`src/rtl/mpu707_sched_if.sv`:
```
// Bus between the 0.707 twiddle sequencer and the
// radix-8 stage datapath it controls.
interface mpu707_sched_if #(
  parameter int LOG2N = 3
);
  logic             EI;
  logic             START;
  logic             ED;
  logic             MPYJ;
  logic             BYP;
  logic [LOG2N-1:0] IDX;
  logic             OVAL;
  logic             BYP_D;
  logic             RDY;
  logic             DONE;
  logic             BUSY;

  modport master (
    output EI, START,
    input  ED, MPYJ, BYP, IDX,
    input  OVAL, BYP_D, RDY, DONE, BUSY
  );

  modport slave (
    input  EI, START,
    output ED, MPYJ, BYP, IDX,
    output OVAL, BYP_D, RDY, DONE, BUSY
  );
endinterface

```
`src/rtl/mpu707_sched.sv`:
```
// Sample sequencer for the shared 0.707 twiddle
// multiplier: strobes, -j select, aligned markers.
module mpu707_sched #(
  parameter int LOG2N   = 3,
  parameter int MPY_LAT = 4
) (
  input logic           CLK,
  input logic           RST,
  mpu707_sched_if.slave bus
);
  typedef enum logic [1:0] {
    IDLE,
    RUN,
    FLUSH
  } state_e;

  typedef struct packed {
    logic v;
    logic b;
    logic f;
    logic l;
  } tap_t;

  localparam logic [LOG2N-1:0] LAST = '1;

  state_e           st_q;
  logic             ph_q;
  logic [LOG2N-1:0] idx_q;
  logic [LOG2N-1:0] idx_d;
  logic [1:0]       k_d;
  logic             ed_q;
  logic             byp_q;
  logic             mpyj_q;
  logic             busy_q;
  tap_t             tap_d;
  tap_t             dl_q [MPY_LAT];
  logic             last_pend;

  assign idx_d = idx_q + 1'b1;
  assign k_d   = 2'(idx_d);

  always_comb begin
    tap_d   = '0;
    tap_d.v = ed_q;
    tap_d.b = byp_q;
    tap_d.f = ed_q && (idx_q == '0);
    tap_d.l = ed_q && (idx_q == LAST);
  end

  // Last sample still short of the output stage.
  always_comb begin
    last_pend = 1'b0;
    for (int i = 0; i < MPY_LAT - 1; i++)
      last_pend = last_pend | dl_q[i].l;
  end

  always_ff @(posedge CLK) begin
    if (RST) begin
      st_q   <= IDLE;
      ph_q   <= 1'b0;
      idx_q  <= '0;
      ed_q   <= 1'b0;
      byp_q  <= 1'b0;
      mpyj_q <= 1'b0;
      busy_q <= 1'b0;
      for (int i = 0; i < MPY_LAT; i++)
        dl_q[i] <= '0;
    end else if (bus.EI) begin
      ed_q   <= 1'b0;
      byp_q  <= 1'b0;
      mpyj_q <= 1'b0;
      if (bus.START) begin
        st_q   <= RUN;
        ph_q   <= 1'b0;
        idx_q  <= '0;
        ed_q   <= 1'b1;
        byp_q  <= 1'b1;
        busy_q <= 1'b1;
      end else begin
        unique case (st_q)
          RUN: begin
            if (!ph_q) begin
              ph_q <= 1'b1;
            end else if (idx_q == LAST) begin
              st_q  <= FLUSH;
              ph_q  <= 1'b0;
              idx_q <= '0;
            end else begin
              ph_q   <= 1'b0;
              idx_q  <= idx_d;
              ed_q   <= 1'b1;
              byp_q  <= ~k_d[0];
              mpyj_q <= k_d[1];
            end
          end
          FLUSH: begin
            if (!last_pend) begin
              st_q   <= IDLE;
              busy_q <= 1'b0;
            end
          end
          default: ;
        endcase
      end
      dl_q[0] <= tap_d;
      for (int i = 1; i < MPY_LAT; i++)
        dl_q[i] <= dl_q[i-1];
    end
  end

  assign bus.ED    = ed_q;
  assign bus.MPYJ  = mpyj_q;
  assign bus.BYP   = byp_q;
  assign bus.IDX   = idx_q;
  assign bus.BUSY  = busy_q;
  assign bus.OVAL  = dl_q[MPY_LAT-1].v;
  assign bus.BYP_D = dl_q[MPY_LAT-1].b;
  assign bus.RDY   = dl_q[MPY_LAT-1].f;
  assign bus.DONE  = dl_q[MPY_LAT-1].l;
endmodule

```
`src/flat_wrapper.sv`:
```
// flat-port wrapper written by rule: the top's interface ports become plain ports
module mpu707_sched_flat 
#(
  parameter int LOG2N   = 3,
  parameter int MPY_LAT = 4
)
  (CLK, RST, bus_EI, bus_START, bus_ED, bus_MPYJ, bus_BYP, bus_IDX, bus_OVAL, bus_BYP_D, bus_RDY, bus_DONE, bus_BUSY);
  mpu707_sched_if #(.LOG2N(LOG2N)) bus_i ();
  input logic CLK;
  input logic RST;
  input wire logic [$bits(bus_i.EI)-1:0] bus_EI;
  input wire logic [$bits(bus_i.START)-1:0] bus_START;
  output wire logic [$bits(bus_i.ED)-1:0] bus_ED;
  output wire logic [$bits(bus_i.MPYJ)-1:0] bus_MPYJ;
  output wire logic [$bits(bus_i.BYP)-1:0] bus_BYP;
  output wire logic [$bits(bus_i.IDX)-1:0] bus_IDX;
  output wire logic [$bits(bus_i.OVAL)-1:0] bus_OVAL;
  output wire logic [$bits(bus_i.BYP_D)-1:0] bus_BYP_D;
  output wire logic [$bits(bus_i.RDY)-1:0] bus_RDY;
  output wire logic [$bits(bus_i.DONE)-1:0] bus_DONE;
  output wire logic [$bits(bus_i.BUSY)-1:0] bus_BUSY;
  assign bus_i.EI = bus_EI;
  assign bus_i.START = bus_START;
  assign bus_ED = bus_i.ED;
  assign bus_MPYJ = bus_i.MPYJ;
  assign bus_BYP = bus_i.BYP;
  assign bus_IDX = bus_i.IDX;
  assign bus_OVAL = bus_i.OVAL;
  assign bus_BYP_D = bus_i.BYP_D;
  assign bus_RDY = bus_i.RDY;
  assign bus_DONE = bus_i.DONE;
  assign bus_BUSY = bus_i.BUSY;
  mpu707_sched #(.LOG2N(LOG2N), .MPY_LAT(MPY_LAT)) u_core (.CLK(CLK), .RST(RST), .bus(bus_i));
endmodule
```
`config.mk`:
```
export PLATFORM = sky130hd
export DESIGN_NAME = mpu707_sched_flat
export DESIGN_NICKNAME = d
export VERILOG_FILES = /design/src/rtl/mpu707_sched_if.sv /design/src/rtl/mpu707_sched.sv /design/src/flat_wrapper.sv
export SDC_FILE = /design/constraint.sdc
export NUM_CORES = 1
export LEC_CHECK = 0
export CORE_ASPECT_RATIO = 1.5
export CORE_MARGIN = 10
export CORE_UTILIZATION = 52
export CTS_CLUSTER_DIAMETER = 50
export DETAILED_ROUTE_END_ITERATION = 16
export GPL_ROUTABILITY_DRIVEN = 1
export PLACE_DENSITY = 0.76
export SLEW_MARGIN = 0
export SYNTH_ARGS = -nofsm -noshare
export SYNTH_HDL_FRONTEND = slang
export SYNTH_SLANG_ARGS = --single-unit
```
`constraint.sdc`:
```
create_clock -name CLK -period 1.75 [get_ports CLK]
set_input_delay 0.175 -clock CLK [delete_from_list [all_inputs] [get_ports CLK]]
set_output_delay 0.175 -clock CLK [all_outputs]
set_load 0.005 [all_outputs]
```
# Word level (Yosys, flattened, before mapping)
# Memory sizes are Yosys's and may differ from the RTL's.
# Index checks and enable logic that the tools add are counted.
# W data, S select, Z words.
op_classes:
  multipliers: 0
  add_sub_neg: 1
  eq_ne: 7
  order_cmp: 0
  muxes: 36
  n_shift: 0
  n_bitwise: 7
  n_reduce_logical: 11
  div_mod_pow: 0
ops:
  columns: ["operator", "n"]
  rows:
  - ["$mux W1", 23]
  - ["$mux W4", 4]
  - ["$mux W3", 4]
  - ["$mux W2", 4]
  - ["$ne A3 B2 Y1 const B", 2]
  - ["$or A1 B1 Y1", 6]
  - ["$reduce_and A3 Y1", 2]
  - ["$reduce_bool A2 Y1", 3]
  - ["$reduce_and A5 Y1", 1]
  - ["$pmux W2 S2", 1]
  - ["$add A3 B1 Y3 const B", 1]
  - ["$eq A3 B3 Y1 const B", 1]
  - ["$logic_not A3 Y1", 1]
  - ["$ne A3 B3 Y1 const B", 1]
  - ["$reduce_bool A3 Y1", 1]
  - ["$eq A2 B1 Y1 const B", 1]
  - ["$eq A2 B2 Y1 const B", 1]
  - ["$logic_and A1 B1 Y1", 2]
  - ["$ne A2 B2 Y1 const B", 1]
  - ["$reduce_and A2 Y1", 1]
  - ["$not A1 Y1", 1]
totals:
  regBits: 10
  mem_count: 1
  input_bits: 4
  romBits: 0
  latchBits: 0
  output_inout_bits: 11
  mem_bits_rw: 16
  wordCells: 70
mem_list:
  columns: ["memory", "words", "width", "rd", "rd_ports_with_merged_regs", "wr", "line_no", "rtl"]
  rows:
  - ["u_core.dl_q", 4, 4, 4, 0, 4, "mpu707_sched.sv:36", "tap_t dl_q [MPY_LAT];"]

# Longest topological paths before layout
logic_depth:
  word_depth: 6
  depth_mapped: 6
  depth_no_buf: 6

# Worst setup path before layout
# Ideal clock, no wire load.
synth_timing:
  kind: "register to register"
  from: "register u_core.idx_q[0], in the netlist u_core.bus.IDX[0]"
  to: "register u_core.st_q[1]"
  setup_time_ns: 0.101
  synth_period_minus_slack_ns: 1.384
  slack_ns: 0.366
  path_buffers: 0
  required_time_ns: 1.649
  path_stages_with_launch: 7
  arrival_ns: 1.283
  cell_sequence: "dfxtp_1 > ha_1 > ha_1 > and4b_1 > o31ai_2 > nand3_1 > o41ai_1"
synth_via:
  elab_chain_len: 3
synth_lines:
  columns: ["item", "line_no", "rtl"]
  rows:
  - ["start: declaration", "mpu707_sched.sv:28", "logic [LOG2N-1:0] idx_q;"]
  - ["start signal: assignment", "mpu707_sched.sv:90", "idx_q <= idx_d;"]
  - ["$eq A3 B3 Y1", "mpu707_sched.sv:84", "end else if (idx_q == LAST) begin"]
  - ["$ne A3 B2 Y1 (no source line)", null, null]
  - ["$reduce_and A5 Y1 (no source line)", null, null]
  - ["end signal: assignment", "mpu707_sched.sv:73", "st_q <= RUN;"]
  - ["end signal: assignment", "mpu707_sched.sv:85", "st_q <= FLUSH;"]
  - ["end signal: assignment", "mpu707_sched.sv:98", "st_q <= IDLE;"]
  - ["end: declaration", "mpu707_sched.sv:26", "state_e st_q;"]
# Every way passes these cells.
# A chain may end at the register's enable or synchronous reset.

# Worst setup path in the final report
layout_timing:
  from: "register u_core.idx_q[1], in the netlist u_core.bus.IDX[1]"
  to: "register u_core.st_q[1]"
# The elaborated chain is that of the path after synthesis.

==> impl_metrics.env <==
export IMPL_yosysTopAreaCell="edfxtp_1"
export IMPL_p_leak_nw=0.525
export IMPL_hold_viol_final=0
export IMPL_syn_to_final_growth_pct=19.6
export IMPL_place_port_buffers=14
export IMPL_die_x_um=58.1
export IMPL_worst_pin_slew_ns=0.485
export IMPL_final_layout_size_suffix_gt1_frac=0.110
export IMPL_crit_fanout=4
export IMPL_synth_seq_cells=26
export IMPL_yosysTopAreaCellShare=0.425
export IMPL_syn_area_um2=1130
export IMPL_crit_top_cell="ha_1"
export IMPL_grt_setup_unrepaired="false"
export IMPL_clock_skew_ns=0.00353
export IMPL_dieArea_um2=4480
export IMPL_root_buffer="clkbuf_4"
export IMPL_grt_overflow=0
export IMPL_fp_row_count=20
export IMPL_die_y_um=77.1
export IMPL_routabilityCongestion=0.842
export IMPL_cts_tree="built"
export IMPL_coreArea_um2=2050
export IMPL_worstSetupEndpointType="flop"
export IMPL_post_route_min_period_ns=1.56
export IMPL_clock_fmax_ghz=0.640
export IMPL_crit_arrival_ns=1.77
export IMPL_tns_ns=0
export IMPL_path_clk_slew_ns=0.13
export IMPL_period_share=0.894
export IMPL_clockBufferDepth=2
export IMPL_remaining_drc_errors=0
export IMPL_grt_max_degree=18
export IMPL_power_per_cell_area_nw_per_um2=881
export IMPL_postPlaceCellArea_um2=1300
export IMPL_cts_resized_gates=0
export IMPL_htreeDepth=1
export IMPL_syn_avg_cell_area_um2=12.3
export IMPL_grt_antenna_before_repair=0
export IMPL_drt_iter0_markers=13
export IMPL_cp_required_ns=1.96
export IMPL_status="completed"
export IMPL_cts_hold_buf=0
export IMPL_wl_per_cell_um=15.3
export IMPL_crit_type="reg2reg"
export IMPL_vdd_drop_max_uv=506
export IMPL_postRouteAntennaNets=0
export IMPL_vias=752
export IMPL_hpwl_um=1430
export IMPL_routed_wl_um=2000
export IMPL_grt_pass1_wl_um=3350
export IMPL_cp_slowest_cell="dfxtp_1"
export IMPL_setup_viol=0
export IMPL_yosysWarningCount=0
export IMPL_hold_worst_slack_ns=0.487
export IMPL_synthCells=92
export IMPL_insertion_delay_ns=0.32
export IMPL_antenna_cells=0
export IMPL_fin_nets=118
export IMPL_crit_chain="ha_1 -> ha_1 -> and4b_1 -> o31ai_2 -> o41ai_1"
export IMPL_ys_types=27
export IMPL_fillers=166
export IMPL_io_pins=15
export IMPL_final_util=0.659
export IMPL_tritoncts_num_buffers=3
export IMPL_grt_pass1_vias=756
export IMPL_syn_nets=100
export IMPL_synth_area_leaders="edfxtp_1 (43%), dfxtp_1 (18%), and2_1 (8.3%)"
export IMPL_cap_viol_max_count=0
export IMPL_hp_class="reg2reg"
export IMPL_max_stage_delay_ns=0.41
export IMPL_cts_num_sinks=26
export IMPL_vias_per_cell=5.74
export IMPL_initial_core_util=0.551
export IMPL_max_slew_margin=0.675
export IMPL_grt_usage=0.0910
export IMPL_regArea_um2=681
export IMPL_first_pass_iters=4
export IMPL_final_area_um2=1350
export IMPL_seq_area_frac_synth=0.602
export IMPL_multi_input_area_um2=420
export IMPL_post_cts_setup_buffers=0
export IMPL_startpoint_type="flop"
export IMPL_slew_violations=0
## worst max-delay path: cells and delay by family (launching register included)
family          cells  cell delay [ns]
compound gates      2             0.45
flops               1             0.41
fa+ha+maj           2             0.38
simple gates        1             0.22
## power by group
group | switching, mW | leakage [nW] | internal (mW)
sequential | 0.0188 | 0.259 | 0.681
combinational | 0.0409 | 0.238 | 0.0481
clock | 0.170 | 0.0279 | 0.232
## final cells by class
cell class,count,share of cell area
flip-flops and latches,26,0.504
multi-input cells,59,0.311
repair buffers,16,0.115
clock inverters,1,0.0222
well taps,22,0.0204
clock buffers,3,0.0167
inverters,4,0.0111
## routing by layer
metal / GRT usage / vias up / share of wire
met3: 0.0412 / 9 / 0.084
met1: 0.0951 / 354 / 0.39
met4: 0.0448 / 0 / 0.030
met5: 0 / - / 0
met2: 0.148 / 25 / 0.50
li1: - / 364 / -
## synthesized netlist by cell type
| cell type | n |
|---|---|
| o22ai_1 | 3 |
| and4b_1 | 1 |
| nor3_1 | 3 |
| buf_2 | 2 |
| o31ai_2 | 1 |
| nand2b_1 | 3 |
| clkbuf_1 | 1 |
| and4bb_2 | 1 |
| and3b_1 | 2 |
| ha_1 | 4 |
| nor2_1 | 5 |
| a32o_1 | 2 |
| nand3_1 | 1 |
| nor2b_2 | 2 |
| o31ai_1 | 1 |
| nand3b_1 | 2 |
| o21ai_0 | 1 |
| and2_1 | 15 |
| and3_1 | 2 |
| edfxtp_1 | 16 |
| inv_1 | 4 |
| nor4b_4 | 1 |
| nand2_1 | 3 |
| dfxtp_1 | 10 |
| o41ai_1 | 1 |
| a21oi_1 | 4 |
| or2_2 | 1 |
## path summary, 6_finish.rpt
| kind | from | end | slack (ns) | cells after the start |
|---|---|---|---|---|
| max | u_core.bus.IDX[1] | u_core.st_q[1] | 0.19 | 5 |
| min | u_core.bus.MPYJ | u_core.bus.MPYJ | 0.49 | 2 |
| max reg2reg | u_core.bus.IDX[1] | u_core.st_q[1] | 0.19 | 5 |
| min reg2reg | u_core.bus.MPYJ | u_core.bus.MPYJ | 0.49 | 2 |
## stage by stage
step | setup WS [ns] | std cells | total power [mW]
final | 0.186 | 131 | 1.19
after global routing | 0.0773 | 131 | 1.24
after CTS | 0.183 | 131 | 1.20
after detailed placement | 0.153 | 127 | 0.803
after global placement | 0.187 | 127 | 0.799
after floorplan | 0.366 | 92 | 0.755
## layout by cell type, fill, tap and decap left out
cell type / netlist / final
edfxtp_1: 16 / 16
and2_1: 15 / 15
clkdlybuf4s50_1: 0 / 14
dfxtp_1: 10 / 10
nor2_1: 5 / 5
inv_1: 4 / 4
a21oi_1: 4 / 4
ha_1: 4 / 4
nand2_1: 3 / 3
nand2b_1: 3 / 3
o22ai_1: 3 / 3
nor3_1: 3 / 3
clkbuf_4: 0 / 3
nor2b_2: 2 / 2
and3_1: 2 / 2
a32o_1: 2 / 2
nand3b_1: 2 / 2
and3b_1: 2 / 2
buf_4: 0 / 2
or2_2: 1 / 1
and4b_1: 1 / 1
o31ai_2: 1 / 1
nor4b_4: 1 / 1
nand3_1: 1 / 1
o41ai_1: 1 / 1
and4bb_2: 1 / 1
o21ai_0: 1 / 1
o31ai_1: 1 / 1
bufinv_16: 0 / 1
## logic make-up (layout without fill, tap and decap cells)
group                      count (synthesis)  in the layout  synth area share
AOI/OAI and AO/OA                         13             13            0.0820
and+or+nand+nor                           42             42             0.246
adders and majority gates                  4              4            0.0443
buffers and inverters                      7             24            0.0255
DFF                                       26             26             0.602
## flip-flops by register name (all words and copies together), names as in the netlist
name and flops:
u_core.bus.BUSY 1, u_core.dl_q 16, u_core.ph_q 1, u_core.bus.BYP 1, u_core.bus.MPYJ 1, u_core.bus.IDX 3
u_core.bus.ED 1, u_core.st_q 2
No activity file was read; power rests on OpenSTA's default activity.
